--- src/rtl/multicycle_ctrl.sv ---
// ============================================================================
//  Module   : multicycle_ctrl
//  Brief    : Main control FSM for the multi-cycle RV32I core. Sequences the
//             shared memory port, ALU and PC/IR/ALUOut/Data registers across
//             several cycles per instruction and drives every datapath
//             enable and mux select.
//  Options  : MULTICYCLE_ILLEGAL_TRAP_EN - when defined, an unknown opcode
//             parks the FSM in HALT with the sticky illegal flag raised;
//             otherwise it retires as a 2-cycle NOP.
//  Revision : 1.0 - initial release
// ============================================================================
`default_nettype none

module multicycle_ctrl #(
  parameter int STATE_W = 4
) (
  input  logic       clk,
  input  logic       rst,
  input  logic [6:0] opcode,
  input  logic [2:0] funct3,
  input  logic       funct7_5,
  input  logic       zero,
  output logic       pc_write,
  output logic       adr_src,
  output logic       mem_write,
  output logic       ir_write,
  output logic       reg_write,
  output logic [1:0] result_src,
  output logic [1:0] alu_src_a,
  output logic [1:0] alu_src_b,
  output logic [1:0] imm_src,
  output logic [2:0] alu_ctrl,
  output logic       instr_done,
  output logic       illegal
);

  // State encoding; any code above HALT falls back to FETCH.
  localparam logic [STATE_W-1:0] S_FETCH    = STATE_W'(0);
  localparam logic [STATE_W-1:0] S_DECODE   = STATE_W'(1);
  localparam logic [STATE_W-1:0] S_MEMADR   = STATE_W'(2);
  localparam logic [STATE_W-1:0] S_MEMREAD  = STATE_W'(3);
  localparam logic [STATE_W-1:0] S_MEMWB    = STATE_W'(4);
  localparam logic [STATE_W-1:0] S_MEMWRITE = STATE_W'(5);
  localparam logic [STATE_W-1:0] S_EXECR    = STATE_W'(6);
  localparam logic [STATE_W-1:0] S_ALUWB    = STATE_W'(7);
  localparam logic [STATE_W-1:0] S_EXECI    = STATE_W'(8);
  localparam logic [STATE_W-1:0] S_JAL      = STATE_W'(9);
  localparam logic [STATE_W-1:0] S_BRANCH   = STATE_W'(10);
  localparam logic [STATE_W-1:0] S_HALT     = STATE_W'(11);

  // RV32I major opcodes handled by this core.
  localparam logic [6:0] OP_LOAD   = 7'b0000011;
  localparam logic [6:0] OP_STORE  = 7'b0100011;
  localparam logic [6:0] OP_RTYPE  = 7'b0110011;
  localparam logic [6:0] OP_ITYPE  = 7'b0010011;
  localparam logic [6:0] OP_JAL    = 7'b1101111;
  localparam logic [6:0] OP_BRANCH = 7'b1100011;

  // ALU control codes.
  localparam logic [2:0] ALU_ADD = 3'b000;
  localparam logic [2:0] ALU_SUB = 3'b001;
  localparam logic [2:0] ALU_AND = 3'b010;
  localparam logic [2:0] ALU_OR  = 3'b011;
  localparam logic [2:0] ALU_SLT = 3'b101;

  // The encoding above needs at least four bits.
  generate
    if (STATE_W < 4) begin : g_state_w_check
      $error("multicycle_ctrl: STATE_W must be >= 4");
    end
  endgenerate

  logic [STATE_W-1:0] state_q;
  logic [STATE_W-1:0] state_d;
  logic               op_known;
  logic               br_taken;

  // Shared R/I ALU decode; sub_en is only ever set for R-type.
  function automatic logic [2:0] alu_decode(input logic [2:0] f3, input logic sub_en);
    logic [2:0] op;
    case (f3)
      3'b000:  op = sub_en ? ALU_SUB : ALU_ADD;
      3'b010:  op = ALU_SLT;
      3'b110:  op = ALU_OR;
      3'b111:  op = ALU_AND;
      default: op = ALU_ADD;
    endcase
    return op;
  endfunction

  // Opcode legality and branch resolution (only beq/bne can be taken).
  always_comb begin
    op_known = (opcode == OP_LOAD)  || (opcode == OP_STORE) ||
               (opcode == OP_RTYPE) || (opcode == OP_ITYPE) ||
               (opcode == OP_JAL)   || (opcode == OP_BRANCH);
    br_taken = (funct3[2:1] == 2'b00) && (zero ^ funct3[0]);
  end

  // State register with synchronous reset to FETCH.
  always_ff @(posedge clk) begin
    if (rst) begin
      state_q <= S_FETCH;
    end else begin
      state_q <= state_d;
    end
  end

  // Next-state sequencing.
  always_comb begin
    state_d = S_FETCH;
    case (state_q)
      S_FETCH:  state_d = S_DECODE;
      S_DECODE: begin
        case (opcode)
          OP_LOAD,
          OP_STORE:  state_d = S_MEMADR;
          OP_RTYPE:  state_d = S_EXECR;
          OP_ITYPE:  state_d = S_EXECI;
          OP_JAL:    state_d = S_JAL;
          OP_BRANCH: state_d = S_BRANCH;
`ifdef MULTICYCLE_ILLEGAL_TRAP_EN
          default:   state_d = S_HALT;
`else
          default:   state_d = S_FETCH;
`endif
        endcase
      end
      S_MEMADR:   state_d = (opcode == OP_LOAD) ? S_MEMREAD : S_MEMWRITE;
      S_MEMREAD:  state_d = S_MEMWB;
      S_MEMWB:    state_d = S_FETCH;
      S_MEMWRITE: state_d = S_FETCH;
      S_EXECR:    state_d = S_ALUWB;
      S_EXECI:    state_d = S_ALUWB;
      S_ALUWB:    state_d = S_FETCH;
      S_JAL:      state_d = S_ALUWB;
      S_BRANCH:   state_d = S_FETCH;
`ifdef MULTICYCLE_ILLEGAL_TRAP_EN
      S_HALT:     state_d = S_HALT;
`endif
      default:    state_d = S_FETCH;
    endcase
  end

  // Datapath controls per state; enables are forced low while rst is high.
  always_comb begin
    pc_write   = 1'b0;
    adr_src    = 1'b0;
    mem_write  = 1'b0;
    ir_write   = 1'b0;
    reg_write  = 1'b0;
    result_src = 2'b00;
    alu_src_a  = 2'b00;
    alu_src_b  = 2'b00;
    alu_ctrl   = ALU_ADD;
    instr_done = 1'b0;
    illegal    = 1'b0;

    case (opcode)
      OP_STORE:  imm_src = 2'b01;
      OP_BRANCH: imm_src = 2'b10;
      OP_JAL:    imm_src = 2'b11;
      default:   imm_src = 2'b00;
    endcase

    case (state_q)
      S_FETCH: begin
        ir_write   = 1'b1;
        alu_src_b  = 2'b10;
        result_src = 2'b10;
        pc_write   = 1'b1;
      end
      S_DECODE: begin
        alu_src_a = 2'b01;
        alu_src_b = 2'b01;
`ifndef MULTICYCLE_ILLEGAL_TRAP_EN
        instr_done = !op_known;
`endif
      end
      S_MEMADR: begin
        alu_src_a = 2'b10;
        alu_src_b = 2'b01;
      end
      S_MEMREAD: begin
        adr_src = 1'b1;
      end
      S_MEMWB: begin
        result_src = 2'b01;
        reg_write  = 1'b1;
        instr_done = 1'b1;
      end
      S_MEMWRITE: begin
        adr_src    = 1'b1;
        mem_write  = 1'b1;
        instr_done = 1'b1;
      end
      S_EXECR: begin
        alu_src_a = 2'b10;
        alu_ctrl  = alu_decode(funct3, funct7_5);
      end
      S_EXECI: begin
        alu_src_a = 2'b10;
        alu_src_b = 2'b01;
        alu_ctrl  = alu_decode(funct3, 1'b0);
      end
      S_ALUWB: begin
        reg_write  = 1'b1;
        instr_done = 1'b1;
      end
      S_JAL: begin
        alu_src_a = 2'b01;
        alu_src_b = 2'b10;
        pc_write  = 1'b1;
      end
      S_BRANCH: begin
        alu_src_a  = 2'b10;
        alu_ctrl   = ALU_SUB;
        pc_write   = br_taken;
        instr_done = 1'b1;
      end
`ifdef MULTICYCLE_ILLEGAL_TRAP_EN
      S_HALT: begin
        illegal = 1'b1;
      end
`endif
      default: ;
    endcase

    if (rst) begin
      pc_write   = 1'b0;
      mem_write  = 1'b0;
      ir_write   = 1'b0;
      reg_write  = 1'b0;
      instr_done = 1'b0;
    end
  end

endmodule

`default_nettype wire
--- config.mk ---
export PLATFORM = sky130hd
export DESIGN_NAME = multicycle_ctrl
export DESIGN_NICKNAME = d
export VERILOG_FILES = /design/src/rtl/multicycle_ctrl.sv
export SDC_FILE = /design/constraint.sdc
export NUM_CORES = 1
export LEC_CHECK = 0
export ABC_AREA = 1
export BUFFER_PORTS_ARGS = -buffer_cell sky130_fd_sc_hd__buf_2
export CAP_MARGIN = 20
export CORE_MARGIN = 5
export CORE_UTILIZATION = 43
export DETAILED_ROUTE_END_ITERATION = 7
export HOLD_SLACK_MARGIN = 0.08
export PLACE_DENSITY = 0.87
export SLEW_MARGIN = 15
export SYNTH_ARGS = -nofsm -noshare
export SYNTH_HDL_FRONTEND = slang
export SYNTH_SLANG_ARGS = --single-unit
--- constraint.sdc ---
create_clock -name clk -period 1.3 [get_ports clk]
set_input_delay 0.065 -clock clk [delete_from_list [all_inputs] [get_ports clk]]
set_output_delay 0.065 -clock clk [all_outputs]
set_load 0.01 [all_outputs]
After elaboration in Yosys (flattened, before gate mapping)
Cells that the tools add are included.
W data, S select, Z words.

operators by class
  multiplexer cells = 22
  equal/unequal tests = 19
  bitwise operators = 1
  reduce and logical (&&, ||, !) cells = 19

operators with widths
  cell                  number
  $pmux W4 S5           2
  $pmux W3 S3           2
  $eq A4 B3 Y1 const B  4
  $eq A7 B6 Y1 const B  2
  $eq A7 B7 Y1 const B  2
  $eq A4 B4 Y1 const B  3
  $pmux W2 S2           3
  $pmux W3 S4           1
  $mux W1               10
  $reduce_or A2 Y1      5
  $eq A4 B2 Y1 const B  2
  $reduce_or A4 Y1      2
  $eq A7 B2 Y1 const B  1
  $eq A7 B5 Y1 const B  1
  $eq A3 B3 Y1 const B  2
  $pmux W2 S3           1
  $reduce_or A3 Y1      2
  $logic_or A1 B1 Y1    5
  $eq A4 B1 Y1 const B  1
  $logic_not A4 Y1      1
  $pmux W1 S2           2
  $eq A3 B2 Y1 const B  1
  $logic_not A3 Y1      1
  $mux W3               1
  other kinds (4)       4

storage, ports and cells
  logic and storage cells = 62
  input bits = 14
  register bits after elaboration = 4
  output and inout bits = 18

Logic depth before layout (Yosys ltp)
Gate-level depths: netlist of run 1.

  word-level depth = 9
  gate-level depth with buffers = 8

Worst setup path after synthesis of run 1
OpenSTA, ideal clock, no wires.

  path kind = reg2out
  start point = register state_q[2]
  end point = output alu_ctrl[0]
  slack = 0.203 ns
  arrival time = 1.032 ns
  stages on the path, launching flop included = 5
  cells stage by stage = dfxtp_1 inv_1 nor2_2 nand2_2 o31ai_1

between the ends
  word-level cells in the longest chain between the ends = 2

RTL lines
  element                                              RTL line  text
  start: declaration                                   73        logic [STATE_W-1:0] state_q;
  start signal: assignment                             104       state_q <= state_d;
  $eq A4 B4 Y1 / $eq A4 B3 Y1 (equally long branches)  165       case (state_q)
  $pmux W3 S3 *                                        165
  end: declaration                                     32        output logic [2:0] alu_ctrl,

Mark *: on every way between the ends. The rest lies on a longest branch, timed or not.

Final worst setup path of run 1
  start point = register state_q[1]
  end point = output alu_ctrl[0]

The elaborated chain is that of the path after synthesis.

==> impl_metrics.yaml, run 1 <==
synthesis:
  synth_edf_count: 0
  synth-seq-cells: 4
  synthArstFlopShare_pct: 0
  yosysUniqueCellTypes: 20
  yosys_warnings: 0
  synthesis.nets: 131
  synth.top_cell.area_share_pct: 21.7
  syn_avg_cell_area_um2: 5.02
  syn_inst: 117
  synth_largest_area_cell: "nand2_1"
  synth_top_flop_cell: "dfxtp_1"
  synthTopCellsByArea: "nand2_1 (22%), dfxtp_1 (14%), nor2_1 (13%), inv_1 (12%), nand3_1 (6.8%)"
  netlist_area_um2: 587
  yosysSeqAreaShare_pct: 13.6
routing:
  vias: 840
  wl_per_cell_um: 10.7
  first_pass_iters: 4
  via_per_inst: 4.86
  first_iter_violations: 12
  ant_nets: 0
  drc: 0
  routed_wl_mm: 1.85
clocking:
  cts_buffer_depth: 2
  clock_latency_ps: 250
  path_clk_slew_ps: 40
  ctsHoldBuffers: 0
  cts_made_buffers: 3
  clock_sinks: 4
  cts_tree: "yes"
  cts_root_buf: "clkbuf_4"
  cts_max_level: 1
pwr:
  powerDensity_nw_per_um2: 488
  peakVddDrop_v: 0.000344
  p_leak_nw: 0.553
layout:
  largest_register_ffs: 4
  largestRegisters: "state_q (4)"
  nets: 174
  drive_gt1_share_pct: 48.7
  final_util_pct: 70.4
  final_common_cell: "buf_2"
  largest-register: "state_q"
  area_delta_synth_final_pct: 56.1
  diodes: 0
  layout_common_cells: "buf_2 (29), nand2_1 (28), nor2_1 (18)"
  fillers: 113
setup_path:
  cp_max_fo: 6
  arrival_ps: 1300
  rr_startpoint: "state_q[3]"
  worstSetupPathType: "flop to output pin"
  r2r_cells: 8
  rr_endpoint: "state_q[1]"
  critPathRequiredTime_ps: 1240
  critPathCaptureType: "output pin"
  crit_path_start_kind: "flop"
  r2r_setup_slack_ps: 90
global_route:
  grt_remaining_overflow: 0
  grt_pass1_wl_mm: 2.92
  grt_start_max_net_pins: 10
  antenna_found_initial: 0
  grt_util_all_layers_pct: 18.7
  grt_pass1_vias: 765
status:
  violations: "negative setup slack"
  status: "finished, violations left"
placement:
  portBuffers: 30
  place_hpwl_mm: 1.28
  gp_congestion: 0.855
floorplan:
  row_count: 13
  start_util_pct: 45.1
  die_y_um: 46.9
  core_area_um2: 1300
  ioPinCount: 32
  die_w_um: 46.9
  die_area_um2: 2200
timing:
  fin_crit_sh_pct: 105
  grt_setup_unrepaired: "yes"
  setup_slack_ps: -68.7
  holdWs_ps: 124
  finalMaxSlewViolations: 0
  tns_ps: -285
  fmax_mhz: 731
  clock_skew_ps: 8.72
  fin_crit_ps: 1370
  finalHoldViolCount: 0
  finalSetupViolations: 8
worst_hold_path:
  hold_path.startpoint: "rst"
  holdPathStages: 2
  worstHoldPathType: "input pin to flop"
  holdPathEnd: "state_q[0]"
job:
  cap_violations: 0
[worst max-delay path, cell delays in order, from the launching register on]
cell     delay (ps)
dfxtp_4         360
nor2_2          180
nand2_2         100
inv_2            70
nand2_2          40
nand2_1          50
inv_1            40
o31ai_2          50
buf_2           160
[logic make-up after synthesis]
logic type / Yosys count / synth area share (%)
buffers and inverters: 26 / 17.3
AO/OA/AOI/OAI: 10 / 8.96
other: 1 / 0.639
AND/OR/NAND/NOR: 76 / 59.5
flip-flops: 4 / 13.6
[metal layers]
layer	vias to the layer above	GRT usage (%)	part of all wire, %
li1	432	-	-
met1	372	18.1	37
met2	34	36.3	54
met3	2	2.68	7.9
met4	0	11.6	1.2
met5	-	0	0
[report_power, final]
part	internal (W)	switching, W	leakage (nW)	total, W
Sequential	0.000121	0.00000712	0.0355	0.000128
Combinational	0.0000661	0.0000898	0.504	0.000156
Clock	0.000104	0.0000596	0.0138	0.000163
Total	0.000290	0.000157	0.553	0.000447
[what timing repair did]
action                                  in CTS  in global routing
endpoints found under the setup margin       7                 11
setup buffers                                9                  1
resized for setup                           23                  5
pin swaps                                    7                  4
[per-stage QoR]
step | area [um2] | total power [W] | instances | setup WS (ps)
global route | 916 | 0.000480 | 173 | -151
detailed placement | 744 | 0.000261 | 160 | 79.3
floorplan | 587 | 0.000212 | 117 | 203
finish | 916 | 0.000447 | 173 | -68.7
CTS | 890 | 0.000441 | 172 | -42.4
global placement | 744 | 0.000259 | 160 | 98.0
[cell usage after synthesis, types with 2 or more instances]
| master | count |
|---|---|
| dfxtp_1 | 4 |
| nand2_1 | 34 |
| nor2_4 | 2 |
| nor2_2 | 5 |
| o21ai_0 | 3 |
| inv_1 | 18 |
| nor2_1 | 21 |
| nor3_2 | 2 |
| nand3_1 | 8 |
| inv_2 | 6 |
| o21ai_1 | 2 |
| a21oi_1 | 4 |
[layout make-up]
cell class | count | area, um2 | share of cell area (%)
flip-flops and latches | 4 | 95.1 | 10.4
clock buffers | 3 | 22.5 | 2.46
inverters | 24 | 95.1 | 10.4
multi-input cells | 87 | 453 | 49.5
well taps | 15 | 18.8 | 2.05
repair buffers | 40 | 231 | 25.3
[worst max-delay path by stage]
stage                              to  startpoint  slack [ps]  depth (start not counted)
after floorplan           alu_ctrl[0]  state_q[2]         200                          4
after global placement       pc_write  state_q[1]         100                          7
after global routing      alu_ctrl[0]  state_q[1]        -150                          8
after CTS                 alu_ctrl[0]  state_q[3]         -40                          9
after detailed placement  alu_ctrl[0]  state_q[3]          80                          9
final                     alu_ctrl[0]  state_q[1]         -70                          8
Power figures use the tool's default switching activity.
==> run 2: changes to the inputs <==
- MAX_ROUTING_LAYER: default -> met4
==> impl_metrics.yaml, run 2 (same netlist as run 1, synthesis figures left out) <==
layout:
  drive_gt1_share_pct: 48.7
  layout_common_cells: "buf_2 (29), nand2_1 (28), nor2_1 (18)"
  largestRegisters: "state_q (4)"
  area_delta_synth_final_pct: 56.1
  final_util_pct: 70.4
  largest_register_ffs: 4
  fillers: 113
  nets: 174
  largest-register: "state_q"
  multi_input_area_um2: 453
  diodes: 0
  seq_area_um2: 95.1
  final_common_cell: "buf_2"
floorplan:
  core_area_um2: 1300
  start_util_pct: 45.1
  die_area_um2: 2200
  die_w_um: 46.9
  die_y_um: 46.9
  ioPinCount: 32
  row_count: 13
pwr:
  peakVddDrop_v: 0.000346
  p_leak_nw: 0.553
  p_sw_share_pct: 35.1
  powerDensity_nw_per_um2: 489
  p_switching_w: 0.000157
  power_frac_seq_pct: 28.5
  intPower_w: 0.000291
  clockPowerShare_pct: 36.6
  power_frac_comb_pct: 34.8
job:
  cap_violations: 0
timing:
  holdWs_ps: 123
  clock_skew_ps: 9.04
  finalHoldViolCount: 0
  setup_slack_ps: -68.9
  fin_crit_sh_pct: 105
  finalMaxSlewViolations: 0
  grt_setup_unrepaired: "yes"
  finalSetupViolations: 8
  fin_crit_ps: 1370
  fmax_mhz: 730
setup_path:
  arrival_ps: 1300
  r2r_cells: 8
  critPathRequiredTime_ps: 1240
  critPathCaptureType: "output pin"
  cp_max_fo: 6
  rr_endpoint: "state_q[1]"
  r2r_setup_slack_ps: 100
  crit_path_start_kind: "flop"
  rr_startpoint: "state_q[3]"
  worstSetupPathType: "flop to output pin"
routing:
  vias: 836
  via_per_inst: 4.83
  drc: 0
  first_iter_violations: 12
  ant_nets: 0
  wl_per_cell_um: 10.6
  routed_wl_mm: 1.84
  first_pass_iters: 4
placement:
  portBuffers: 30
  post-place-ws_ps: 79.3
  gp_congestion: 0.868
  place_hpwl_mm: 1.28
global_route:
  grt_util_all_layers_pct: 19.3
  grt_pass1_wl_mm: 2.92
  grt_pass1_vias: 765
  antenna_found_initial: 0
  grt_remaining_overflow: 0
  grt_start_max_net_pins: 10
worst_hold_path:
  hold_path.startpoint: "rst"
  worstHoldPathType: "input pin to flop"
  holdPathStages: 2
  holdPathEnd: "state_q[0]"
clocking:
  cts_root_buf: "clkbuf_4"
  clock_sinks: 4
  cts_made_buffers: 3
  cts_buffer_depth: 2
  cts_tree: "yes"
  path_clk_slew_ps: 40
  cts_max_level: 1
  clock_latency_ps: 250
status:
  violations: "negative setup slack"
  status: "finished, violations left"
## run 2: area by class of cell
type | instances | share of cell area, %
Sequential cell | 4 | 10.4
Tap cell | 15 | 2.05
Timing Repair Buffer | 40 | 25.3
Inverter | 24 | 10.4
Multi-Input combinational cell | 87 | 49.5
Clock buffer | 3 | 2.46
## run 2: metal layers
metal | wire length [um] | up-vias | GRT usage (%)
li1 | - | 431 | -
met1 | 686 | 377 | 18.1
met2 | 994 | 26 | 36.3
met3 | 136 | 2 | 2.68
met4 | 22 | 0 | 11.6
met5 | 0 | - | -
## run 2: worst max-delay path by stage
stage                     startpoint           to  slack, ps  cells after the start
after floorplan           state_q[2]  alu_ctrl[0]        200                      4
after global placement    state_q[1]     pc_write        100                      7
after detailed placement  state_q[3]  alu_ctrl[0]         80                      9
after CTS                 state_q[3]  alu_ctrl[0]        -40                      9
after global routing      state_q[1]  alu_ctrl[0]       -150                      8
final                     state_q[1]  alu_ctrl[0]        -70                      8
## run 2: power groups by stage
stage / logic (W) / clock network [W] / registers (W)
6_report: 0.000156 / 0.000164 / 0.000128
2_1_floorplan: 0.0000800 / 0 / 0.000132
4_1_cts: 0.000151 / 0.000163 / 0.000127
5_1_grt: 0.000174 / 0.000178 / 0.000128
3_5_place_dp: 0.000128 / 0 / 0.000133
3_3_place_gp: 0.000126 / 0 / 0.000133
## run 2: per-stage QoR
stage / total power, W / cells / TNS (ps) / area [um2]
global placement: 0.000259 / 160 / 0 / 744
finish: 0.000448 / 173 / -301 / 916
detailed placement: 0.000261 / 160 / 0 / 744
floorplan: 0.000212 / 117 / 0 / 587
global route: 0.000480 / 173 / -903 / 916
CTS: 0.000441 / 172 / -139 / 890
## run 2: worst max-delay path, cell delays in order, from the launching register on
cell     delay (ps)
dfxtp_4         360
nor2_2          180
nand2_2         100
inv_2            70
nand2_2          40
nand2_1          50
inv_1            40
o31ai_2          50
buf_2           160
## run 2: timing repair
item,CTS,global route
hold endpoints to repair,0,0
hold buffers,0,0
endpoints found under the setup margin,7,11
pin swaps,7,4
resized for setup,23,5
setup buffers,9,1
